==> config.mk <==
export PLATFORM = sky130hd
export DESIGN_NAME = fb_bram_arbiter
export DESIGN_NICKNAME = d
export VERILOG_FILES = /design/src/rtl/fb_bram_arbiter.sv
export SDC_FILE = /design/constraint.sdc
export NUM_CORES = 1
export LEC_CHECK = 0
export CAP_MARGIN = 20
export CORE_MARGIN = 2
export CORE_UTILIZATION = 35
export CTS_BUF_LIST = sky130_fd_sc_hd__clkbuf_8
export DETAILED_ROUTE_END_ITERATION = 8
export PLACE_DENSITY = 0.73
export SYNTH_ARGS = -nofsm -noshare
export SYNTH_HDL_FRONTEND = slang
export SYNTH_SLANG_ARGS = --single-unit
==> constraint.sdc <==
create_clock -name clk -period 1.4 [get_ports clk]
set_clock_uncertainty 0.1 [all_clocks]
set_input_delay 0.14 -clock clk [delete_from_list [all_inputs] [get_ports clk]]
set_output_delay 0.14 -clock clk [all_outputs]
set_load 0.005 [all_outputs]
==> src/rtl/fb_bram_arbiter.sv <==
// Single-port frame-buffer BRAM arbiter: scan-out reads take priority over draw-engine accesses.
// Defining FB_ARB_STARVE_GUARD_EN adds a wait counter that forces a draw grant after STARVE_LIMIT blocked cycles.
module fb_bram_arbiter #(
  parameter int ADDR_W       = 17,
  parameter int DATA_W       = 32,
  parameter int WE_W         = 4,
  parameter int RD_LAT       = 1,
  parameter int STARVE_LIMIT = 8
) (
  input  logic              clk,
  input  logic              rst,
  input  logic              scan_req_valid,
  output logic              scan_req_ready,
  input  logic [ADDR_W-1:0] scan_req_addr,
  output logic              scan_rsp_valid,
  output logic [DATA_W-1:0] scan_rsp_data,
  input  logic              draw_req_valid,
  output logic              draw_req_ready,
  input  logic [ADDR_W-1:0] draw_req_addr,
  input  logic [WE_W-1:0]   draw_req_we,
  input  logic [DATA_W-1:0] draw_req_wdata,
  output logic              draw_rsp_valid,
  output logic [DATA_W-1:0] draw_rsp_data,
  output logic [ADDR_W-1:0] bram_addr,
  output logic [DATA_W-1:0] bram_din,
  output logic [WE_W-1:0]   bram_we,
  input  logic [DATA_W-1:0] bram_dout
);

  if (RD_LAT < 1 || RD_LAT > 2) begin : g_bad_rd_lat
    $error("fb_bram_arbiter: RD_LAT must be 1 or 2");
  end
  if (STARVE_LIMIT < 1) begin : g_bad_starve_limit
    $error("fb_bram_arbiter: STARVE_LIMIT must be at least 1");
  end
  if (WE_W * 8 != DATA_W) begin : g_bad_we_w
    $error("fb_bram_arbiter: WE_W must equal DATA_W/8");
  end

  logic scan_grant;
  logic draw_grant;
  logic draw_is_rd;

`ifdef FB_ARB_STARVE_GUARD_EN
  localparam int CNT_W = $clog2(STARVE_LIMIT + 1);

  logic [CNT_W-1:0] wait_cnt_q, wait_cnt_d;
  logic             force_draw;

  // A saturated counter hands this one cycle to the draw engine.
  always_comb begin
    force_draw     = (wait_cnt_q == CNT_W'(STARVE_LIMIT));
    scan_req_ready = ~rst & ~force_draw;
    draw_req_ready = ~rst & (force_draw | ~scan_req_valid);
  end

  always_comb begin
    wait_cnt_d = wait_cnt_q;
    if (!draw_req_valid || draw_grant) begin
      wait_cnt_d = '0;
    end else if (!force_draw) begin
      wait_cnt_d = wait_cnt_q + CNT_W'(1);
    end
  end

  always_ff @(posedge clk) begin
    if (rst) begin
      wait_cnt_q <= '0;
    end else begin
      wait_cnt_q <= wait_cnt_d;
    end
  end
`else
  always_comb begin
    scan_req_ready = ~rst;
    draw_req_ready = ~rst & ~scan_req_valid;
  end
`endif

  always_comb begin
    scan_grant = scan_req_valid & scan_req_ready;
    draw_grant = draw_req_valid & draw_req_ready & ~scan_grant;
    draw_is_rd = (draw_req_we == '0);
  end

  logic [ADDR_W-1:0] bram_addr_q, bram_addr_d;
  logic [DATA_W-1:0] bram_din_q, bram_din_d;
  logic [WE_W-1:0]   bram_we_q, bram_we_d;

  // NOTE: every always_comb output gets a default first so no path leaves it unassigned (no latch).
  always_comb begin
    bram_addr_d = bram_addr_q;
    bram_din_d  = bram_din_q;
    bram_we_d   = '0;
    if (scan_grant) begin
      bram_addr_d = scan_req_addr;
      bram_din_d  = '0;
    end else if (draw_grant) begin
      bram_addr_d = draw_req_addr;
      bram_din_d  = draw_req_wdata;
      bram_we_d   = draw_req_we;
    end
  end

  // Tracking pipeline: bit RD_LAT lines up with bram_dout for the access issued RD_LAT+1 edges earlier.
  logic [RD_LAT:0] trk_rd_q, trk_rd_d;
  logic [RD_LAT:0] trk_own_q, trk_own_d;
  logic            exit_rd;
  logic            exit_own;

  always_comb begin
    trk_rd_d  = {trk_rd_q[RD_LAT-1:0], scan_grant | (draw_grant & draw_is_rd)};
    trk_own_d = {trk_own_q[RD_LAT-1:0], draw_grant};
    exit_rd   = trk_rd_q[RD_LAT];
    exit_own  = trk_own_q[RD_LAT];
  end

  logic              scan_rsp_valid_q, scan_rsp_valid_d;
  logic              draw_rsp_valid_q, draw_rsp_valid_d;
  logic [DATA_W-1:0] scan_rsp_data_q, scan_rsp_data_d;
  logic [DATA_W-1:0] draw_rsp_data_q, draw_rsp_data_d;

  always_comb begin
    scan_rsp_valid_d = exit_rd & ~exit_own;
    draw_rsp_valid_d = exit_rd & exit_own;
    scan_rsp_data_d  = scan_rsp_valid_d ? bram_dout : scan_rsp_data_q;
    draw_rsp_data_d  = draw_rsp_valid_d ? bram_dout : draw_rsp_data_q;
  end

  // NOTE: sequential state uses non-blocking assignments so every flop samples pre-edge values.
  always_ff @(posedge clk) begin
    if (rst) begin
      bram_addr_q      <= '0;
      bram_din_q       <= '0;
      bram_we_q        <= '0;
      trk_rd_q         <= '0;
      trk_own_q        <= '0;
      scan_rsp_valid_q <= 1'b0;
      draw_rsp_valid_q <= 1'b0;
      scan_rsp_data_q  <= '0;
      draw_rsp_data_q  <= '0;
    end else begin
      bram_addr_q      <= bram_addr_d;
      bram_din_q       <= bram_din_d;
      bram_we_q        <= bram_we_d;
      trk_rd_q         <= trk_rd_d;
      trk_own_q        <= trk_own_d;
      scan_rsp_valid_q <= scan_rsp_valid_d;
      draw_rsp_valid_q <= draw_rsp_valid_d;
      scan_rsp_data_q  <= scan_rsp_data_d;
      draw_rsp_data_q  <= draw_rsp_data_d;
    end
  end

  assign bram_addr      = bram_addr_q;
  assign bram_din       = bram_din_q;
  assign bram_we        = bram_we_q;
  assign scan_rsp_valid = scan_rsp_valid_q;
  assign scan_rsp_data  = scan_rsp_data_q;
  assign draw_rsp_valid = draw_rsp_valid_q;
  assign draw_rsp_data  = draw_rsp_data_q;

endmodule
==> summary.md, run 1 <==
| Metric | Value |
|---|---|
| DP HPWL | 9180 um |
| Data arrival, critical path | 1020 ps |
| Post-synth top cells | nand2_1 (146), dfxtp_1 (123), a21oi_1 (64), mux2i_1 (49), nor2_1 (37) |
| Worst-margin pin slew | 371 ps |
| Max stage delay on crit path | 350 ps |
| Row cnt | 41 |
| Sequential element share of the synthesized area | 55.0% |
| Fin nets | 834 |
| Largest net degree at the start of global routing | 36 |
| Mapped Area | 4480 sq um |
| CP Buf/Inv Count | 1 |
| Kind of critical path | reg2out |
| Share of the clock period used by the worst path | 90.1% |
| Number of global-route vias before repair | between 4000 and 5000 |
| Yosys Warn Count | 0 |
| Clock root cell | clkbuf_8 |
| HP Class | in2reg |
| Post-CTS Setup Bufs | 0 |
| Hold_sp | rst |
| Post-synthesis register bit count | 123 |
| Worst-path clk slew | roughly 70 ps |
| Area of the die | 13700 sq um |
| Crit. End Element | output pin |
| Slowest cell on the critical path | dfxtp_1 |
| Gr ovfl total | 0 |
| # DRC | 0 |
| DRT Pass-1 Iters | 4 |
| Combinational share of power | between 10% and 20% |
| Vias/cell | 4.56 |
| PortBufs | approximately 230 |
| RR Startpoint | trk_own_q[1] |
| Die width | 117 um |
| RSZ-0062 raised after global routing | no |
| Critical Path Fanout Max | 2 |
| Worst slew margin | 75.3% |
| Max IR drop VDD | 511 uV |
| CTS buffer count | 17 |
| Final Max Tran Viols | 0 |
| Sw power | 1750 uW |
| Average wire per standard cell | roughly 14 um |
| Post-Synthesis Cells | 505 |
| Routability cong. | between 0.8 and 0.9 |
| PD cells | ~1100 nW/um^2 |
| Total GRT Usage | 18.0% |
| Vias | 4165 |
| Ports | 227 |
| Initial DRC count | approximately 140 |
| Required time of the worst setup path | 1160 ps |
| Synthesized area per cell | 8.86 sq um |
| Ant. Diodes | 0 |
| CTS Buffer Depth | 2 |
| Max Cap Viol | 0 |
| Post-synth cell types | 20 |
| Flop pwr share | 45.7% |
| Reg-to-reg critical path endpoint | draw_rsp_data[3] |
| Initial antenna violation count | 0 |
| FF-to-FF path depth | 4 |
| Cts hold-fix bufs | 0 |
| Wire length of the first global-routing pass | approximately 19000 um |
| Crit path max-delay family | flip-flops |
| Clk pwr share | 43.8% |
| Initial Util | 35.6% |
| Post-synth EDFFs | 0 |
| Register-to-register setup slack | 210 ps |
| Design Area, Final | 7200 sq um |
| WL final | 12500 um |
| Hold path endpoint | scan_rsp_valid |
| Die height | about 120 um |
| Area grow syn2layout | 60.9% |
| Ys flop type | dfxtp_1 |
| Dominant cells by area after synthesis | dfxtp_1 (55%), nand2_1 (12%), mux2i_1 (11%), a21oi_1 (7.2%), nor2_1 (3.1%) |
| Fin. Hold Viols | 0 |
| Largest area contributor in the netlist | dfxtp_1 |
| Final Setup Violations | 0 |
| Leakage | between 0.003 and 0.004 uW |
| Async SR Flop Fraction | 0% |
| Layout cell share with drive strength beyond 1 | 9.72% |
| Status | completed |
| H-tree depth | 4 |
| Cell Int Power | around 6300 uW |
| Count leader, synth | nand2_1 |
| Tmin final | 1260 ps |
| CTS tree | yes |
| Worst hold slack | 112 ps |
| Area after DPL | 6870 sq um |
| Worst Hold Depth | 3 |
| Synth top area share | roughly 55% |
| Clock Latency Late Sink | 420 ps |
| Clk sink count | about 120 |
| Core Footprint | 12600 sq um |
| Total power | 8010 uW |
| Crit start category | flip-flop |
| Filler cells | approximately 1200 |
| Crit-path cells | dlygate4sd2_1 |
| Mapped Nets | 611 |
| Antenna Violating Nets Remaining | 0 |
| Sw frac | 21.8% |
| Maximum clock frequency | 0.793 GHz |
==> tightest hold or removal path, stage by stage <==
cell and delay [ps]:
buf_2 130, buf_4 210, nor2_1 110
==> area by class of cell <==
type,instances,area [sq um],area share (%)
timing repair buffer,242,2270,31.6
tap,172,215,2.99
clock buffer,18,248,3.44
sequential,123,2490,34.6
multi-input combinational,342,1770,24.5
inverter,2,7.51,0.104
clock inverter,14,203,2.81
==> per-layer routing <==
layer	vias to the layer above	global-route usage (%)	wire (um)
li1	2080	-	-
met1	1902	19.5	5020
met2	169	31.1	6110
met3	14	7.78	1210
met4	0	6.90	176
met5	-	0	0
==> worst max-delay path by stage <==
stage / slack (ps) / cells after the start / end / from
final: 140 / 1 / draw_rsp_data[3] / draw_rsp_data[3]
after global routing: 60 / 1 / bram_addr[14] / bram_addr[14]
after CTS: 20 / 4 / draw_req_ready / scan_req_valid
after detailed placement: -220 / 4 / draw_req_ready / scan_req_valid
after global placement: -180 / 4 / draw_req_ready / scan_req_valid
after floorplan: 320 / 4 / draw_rsp_data[22] / trk_own_q[1]
==> logic make-up (layout without fill, tap and decap cells) <==
kind of cell,Yosys count,in the layout,synth area share [%]
compound gates,82,82,9.20
buf+inv,40,276,5.59
flops,123,123,55.0
mux,49,49,11.0
simple gates,211,211,19.3
==> cells in the final DEF (no fill, tap or decap), drive strengths merged, types with 3 or more instances in the layout <==
master,netlist,routed
and2,19,19
nor2b,3,3
clkdlybuf4s50,0,103
and3,4,4
o21ai,17,17
bufinv,0,5
clkbuf,10,18
nor2,37,37
buf,28,18
inv,2,4
dlygate4sd2,0,120
mux2i,49,49
dfxtp,123,123
a21oi,64,64
clkinv,0,3
clkinvlp,0,4
nand2,146,146
==> stage by stage <==
| step | setup TNS (ps) | setup WS [ps] | utilization [%] | instances |
|---|---|---|---|---|
| 2_1_floorplan | 0 | 321 | - | 505 |
| 3_3_place_gp | -182 | -182 | 54.7 | 881 |
| 6_report | 0 | 139 | 57.3 | 913 |
| 3_5_place_dp | -2080 | -218 | 54.7 | 881 |
| 5_1_grt | 0 | 64.3 | 57.3 | 913 |
| 4_1_cts | 0 | 22.8 | 57.3 | 913 |
==> flip-flops by register name, summed over array words and instances (netlist names) <==
register	cells
bram_addr	17
bram_din	32
bram_we	4
draw_rsp_data	32
draw_rsp_valid	1
scan_rsp_data	32
scan_rsp_valid	1
trk_own_q	2
trk_rd_q	2
==> power by group through the flow <==
stage / Sequential (uW) / Clock [uW] / Combinational (uW)
after floorplan: 3740 / 0 / 326
after global placement: 3740 / 0 / 894
after detailed placement: 3740 / 0 / 915
after CTS: 3660 / 3610 / 850
after global routing: 3670 / 3750 / 917
final: 3660 / 3510 / 839
==> repair_timing <==
action	CTS	global route
pin swaps	1	1
gates resized for setup	142	1
gates cloned	0	0
endpoints found under the hold margin	0	0
endpoints found under the setup margin	120	1
Power figures use the tool's default switching activity.
==> inputs of run 2 (changes only) <==
- clock period: 1.4 -> 1.6 ns (I/O delays scaled with it)
==> run 2 against run 1 <==
Against the previous run:
- hold slack improved by 33 ps
- first-iteration DRC count increased by 46%
- largest cell class is now buffers
- clock power decreased by 21%
- core utilization increased by 1.5 points
- register-to-register slack improved by 40 ps
- die area unchanged
- critical path depth unchanged
- flip-flop and latch count unchanged
- sequential share of layout area decreased by 1.1 points
- global-route usage increased by 0.41 points
==> summary.md, run 2 (synthesis gave the netlist of run 1 again) <==
| Metric | Value |
|---|---|
| Setup ws final | 55.9 ps (was 139 ps) |
| Data arrival, critical path | 1280 ps (was 1020 ps) |
| Status | completed (unchanged) |
| Tmin final | between 1500 and 2000 ps |
| Clk sink count | 123 (unchanged) |
| Worst setup startpoint | scan_rsp_data[5] (was draw_rsp_data[3]) |
| Largest net degree at the start of global routing | 70 (was 36) |
| Clock root cell | clkbuf_8 (unchanged) |
| Total GRT Usage | 18.4% (was 18.0%) |
| PortBufs | 226 (unchanged) |
| Leakage | 0.00379 uW (was 0.00335 uW) |
| RR Startpoint | trk_own_q[1] (unchanged) |
| Antenna Violating Nets Remaining | 0 (unchanged) |
| Required time of the worst setup path | 1340 ps (was 1160 ps) |
| Wire length of the first global-routing pass | 19200 um (about the same) |
| Routability cong. | 0.804 (was 0.823) |
| Gr ovfl total | 0 (unchanged) |
| Slowest cell on the critical path | clkdlybuf4s50_1 (was dfxtp_1) |
| HP Class | in2reg (unchanged) |
| Most frequent cells in the layout | clkdlybuf4s50_1 (160), nand2_1 (146), dfxtp_1 (116), a21oi_1 (64), dlymetal6s2s_1 (55) (was nand2_1 (146), dlygate4sd2_1 (120), clkdlybuf4s50_1 (103), dfxtp_1 (101), a21oi_1 (64)) |
| Area grow syn2layout | 65.1% (was 60.9%) |
| Initial antenna violation count | 0 (unchanged) |
| Max IR drop VDD | 434 uV (was 511 uV) |
| Total power | 6740 uW (was 8010 uW) |
| RSZ-0062 raised after global routing | no (unchanged) |
| DP HPWL | 9210 um (was 9180 um) |
| Final Max Tran Viols | 0 (unchanged) |
| Metal-1 WL | 4980 um (was 5020 um) |
| FF-to-FF path depth | 4 (unchanged) |
| Cts hold-fix bufs | 0 (unchanged) |
| Hold path endpoint | bram_we[3] (was scan_rsp_valid) |
| Worst-path clk slew | 70 ps (about the same) |
| Core Footprint | 12600 sq um (unchanged) |
| Ant. Diodes | 0 (unchanged) |
| Setup_tns | 0 ps (unchanged) |
| CTS buffer count | 17 (unchanged) |
| CP Buf/Inv Count | 1 (unchanged) |
| Die width | 117 um (unchanged) |
| Hold_sp | draw_req_valid (was rst) |
| Met2 routed wirelength | 6460 um (was 6110 um) |
| Crit-path cells | clkdlybuf4s50_1 (was dlygate4sd2_1) |
| Met3 wire length | 1300 um (was 1210 um) |
| Register-to-register setup slack | 250 ps (was 210 ps) |
| H-tree depth | 4 (unchanged) |
| Final Setup Violations | 0 (unchanged) |
| CTS tree | yes (unchanged) |
| Initial Util | 35.6% (unchanged) |
| Share of the clock period used by the worst path | 96.5% |
| Area of the die | 13700 sq um (unchanged) |
| CTS Buffer Depth | 2 (unchanged) |
| Worst Hold Depth | 3 (unchanged) |
| Vias/cell | 4.62 (was 4.56) |
| Critical Path Fanout Max | 2 (unchanged) |
| Initial DRC count | 201 (was 138) |
| Most common cell after layout, fill and taps aside | clkdlybuf4s50_1 (was nand2_1) |
| Fin. Hold Viols | 0 (unchanged) |
| Layout cell share with drive strength beyond 1 | 7.44% (was 9.72%) |
| Crit start category | flip-flop (unchanged) |
| Die height | 117 um (unchanged) |
| Post-CTS Setup Bufs | 0 (unchanged) |
| Average wire per standard cell | 14.2 um (was 13.7 um) |
| Vias | 4205 (was 4165) |
| Crit. End Element | output pin (unchanged) |
| # DRC | 0 (unchanged) |
| PD cells | 913 nW/um^2 (was 1110 nW/um^2) |
| Number of global-route vias before repair | 4034 (was 4121) |
| Max stage delay on crit path | 520 ps (was 350 ps) |
| Worst slew margin | 52.6% (was 75.3%) |
| Pre-CTS WS | -38.6 ps (was -218 ps) |
| Reg-to-reg critical path endpoint | scan_rsp_data[31] (was draw_rsp_data[3]) |
| Max Cap Viol | 0 (unchanged) |
| Kind of critical path | reg2out (unchanged) |
| Row cnt | 41 (unchanged) |
| Worst-margin pin slew | 712 ps (was 371 ps) |
| Maximum clock frequency | around 0.65 GHz |
| Uppermost layer routed | met4 (unchanged) |
| Crit path max-delay family | buffers and inverters (was flip-flops) |
| WL final | 12900 um (was 12500 um) |
| Ports | 227 (unchanged) |
| DRT Pass-1 Iters | 4 (unchanged) |
| Clock Latency Late Sink | 430 ps (was 420 ps) |
| Fin nets | 832 (was 834) |
| Worst hold slack | 145 ps (was 112 ps) |
-- run 2: changes by cell type in the layout (fill, tap and decap cells not counted), sizes merged, moves of 3 or more --
cell	previous run	this run
bufinv	5	2
clkbuf	18	23
clkdlybuf4s50	103	160
clkinvlp	4	0
dlygate4sd2	120	9
dlymetal6s2s	1	55
-- run 2: final cells by class --
class | instances | area (sq um)
Clock buffer | 23 | 317
Sequential cell | 123 | 2470
Inverter | 2 | 7.51
Timing Repair Buffer | 240 | 2520
Fill cell | 1114 | 5180
Tap cell | 172 | 215
Multi-Input combinational cell | 342 | 1770
Clock inverter | 9 | 92.6
-- run 2: per-stage QoR --
stage	cells	utilization (%)	cell area, sq um
2_1_floorplan	505	-	4480
3_3_place_gp	879	54.5	6850
3_5_place_dp	879	54.5	6850
4_1_cts	911	57.6	7240
5_1_grt	911	58.8	7390
6_report	911	58.8	7390
-- run 2: layer usage --
layer / track usage [%] / vias to the layer above
met2: 31.5 / 174
met5: 0 / -
met4: 7.84 / 0
li1: - / 2079
met1: 19.5 / 1935
met3: 8.55 / 17
-- run 2: where the power goes --
group          switching, uW  total [uW]  leakage (uW)  internal [uW]
Sequential              46.8        3200       0.00100           3160
Clock                   1160        2770      0.000224           1610
Combinational            288         770       0.00256            482
Total                   1490        6740       0.00379           5250
-- run 2: worst max-delay path by stage --
stage	endpoint	cells after the start
6_report	scan_rsp_data[5]	1
3_3_place_gp	draw_req_ready	4
4_1_cts	scan_rsp_data[28]	1
3_5_place_dp	draw_req_ready	4
5_1_grt	draw_rsp_data[25]	1
2_1_floorplan	draw_rsp_data[22]	4
-- run 2: timing repair --
action / 4_1_cts / 5_1_grt
pin swaps: 1 / 0
endpoints found under the setup margin: 9 / 62
resized for setup: 9 / 62
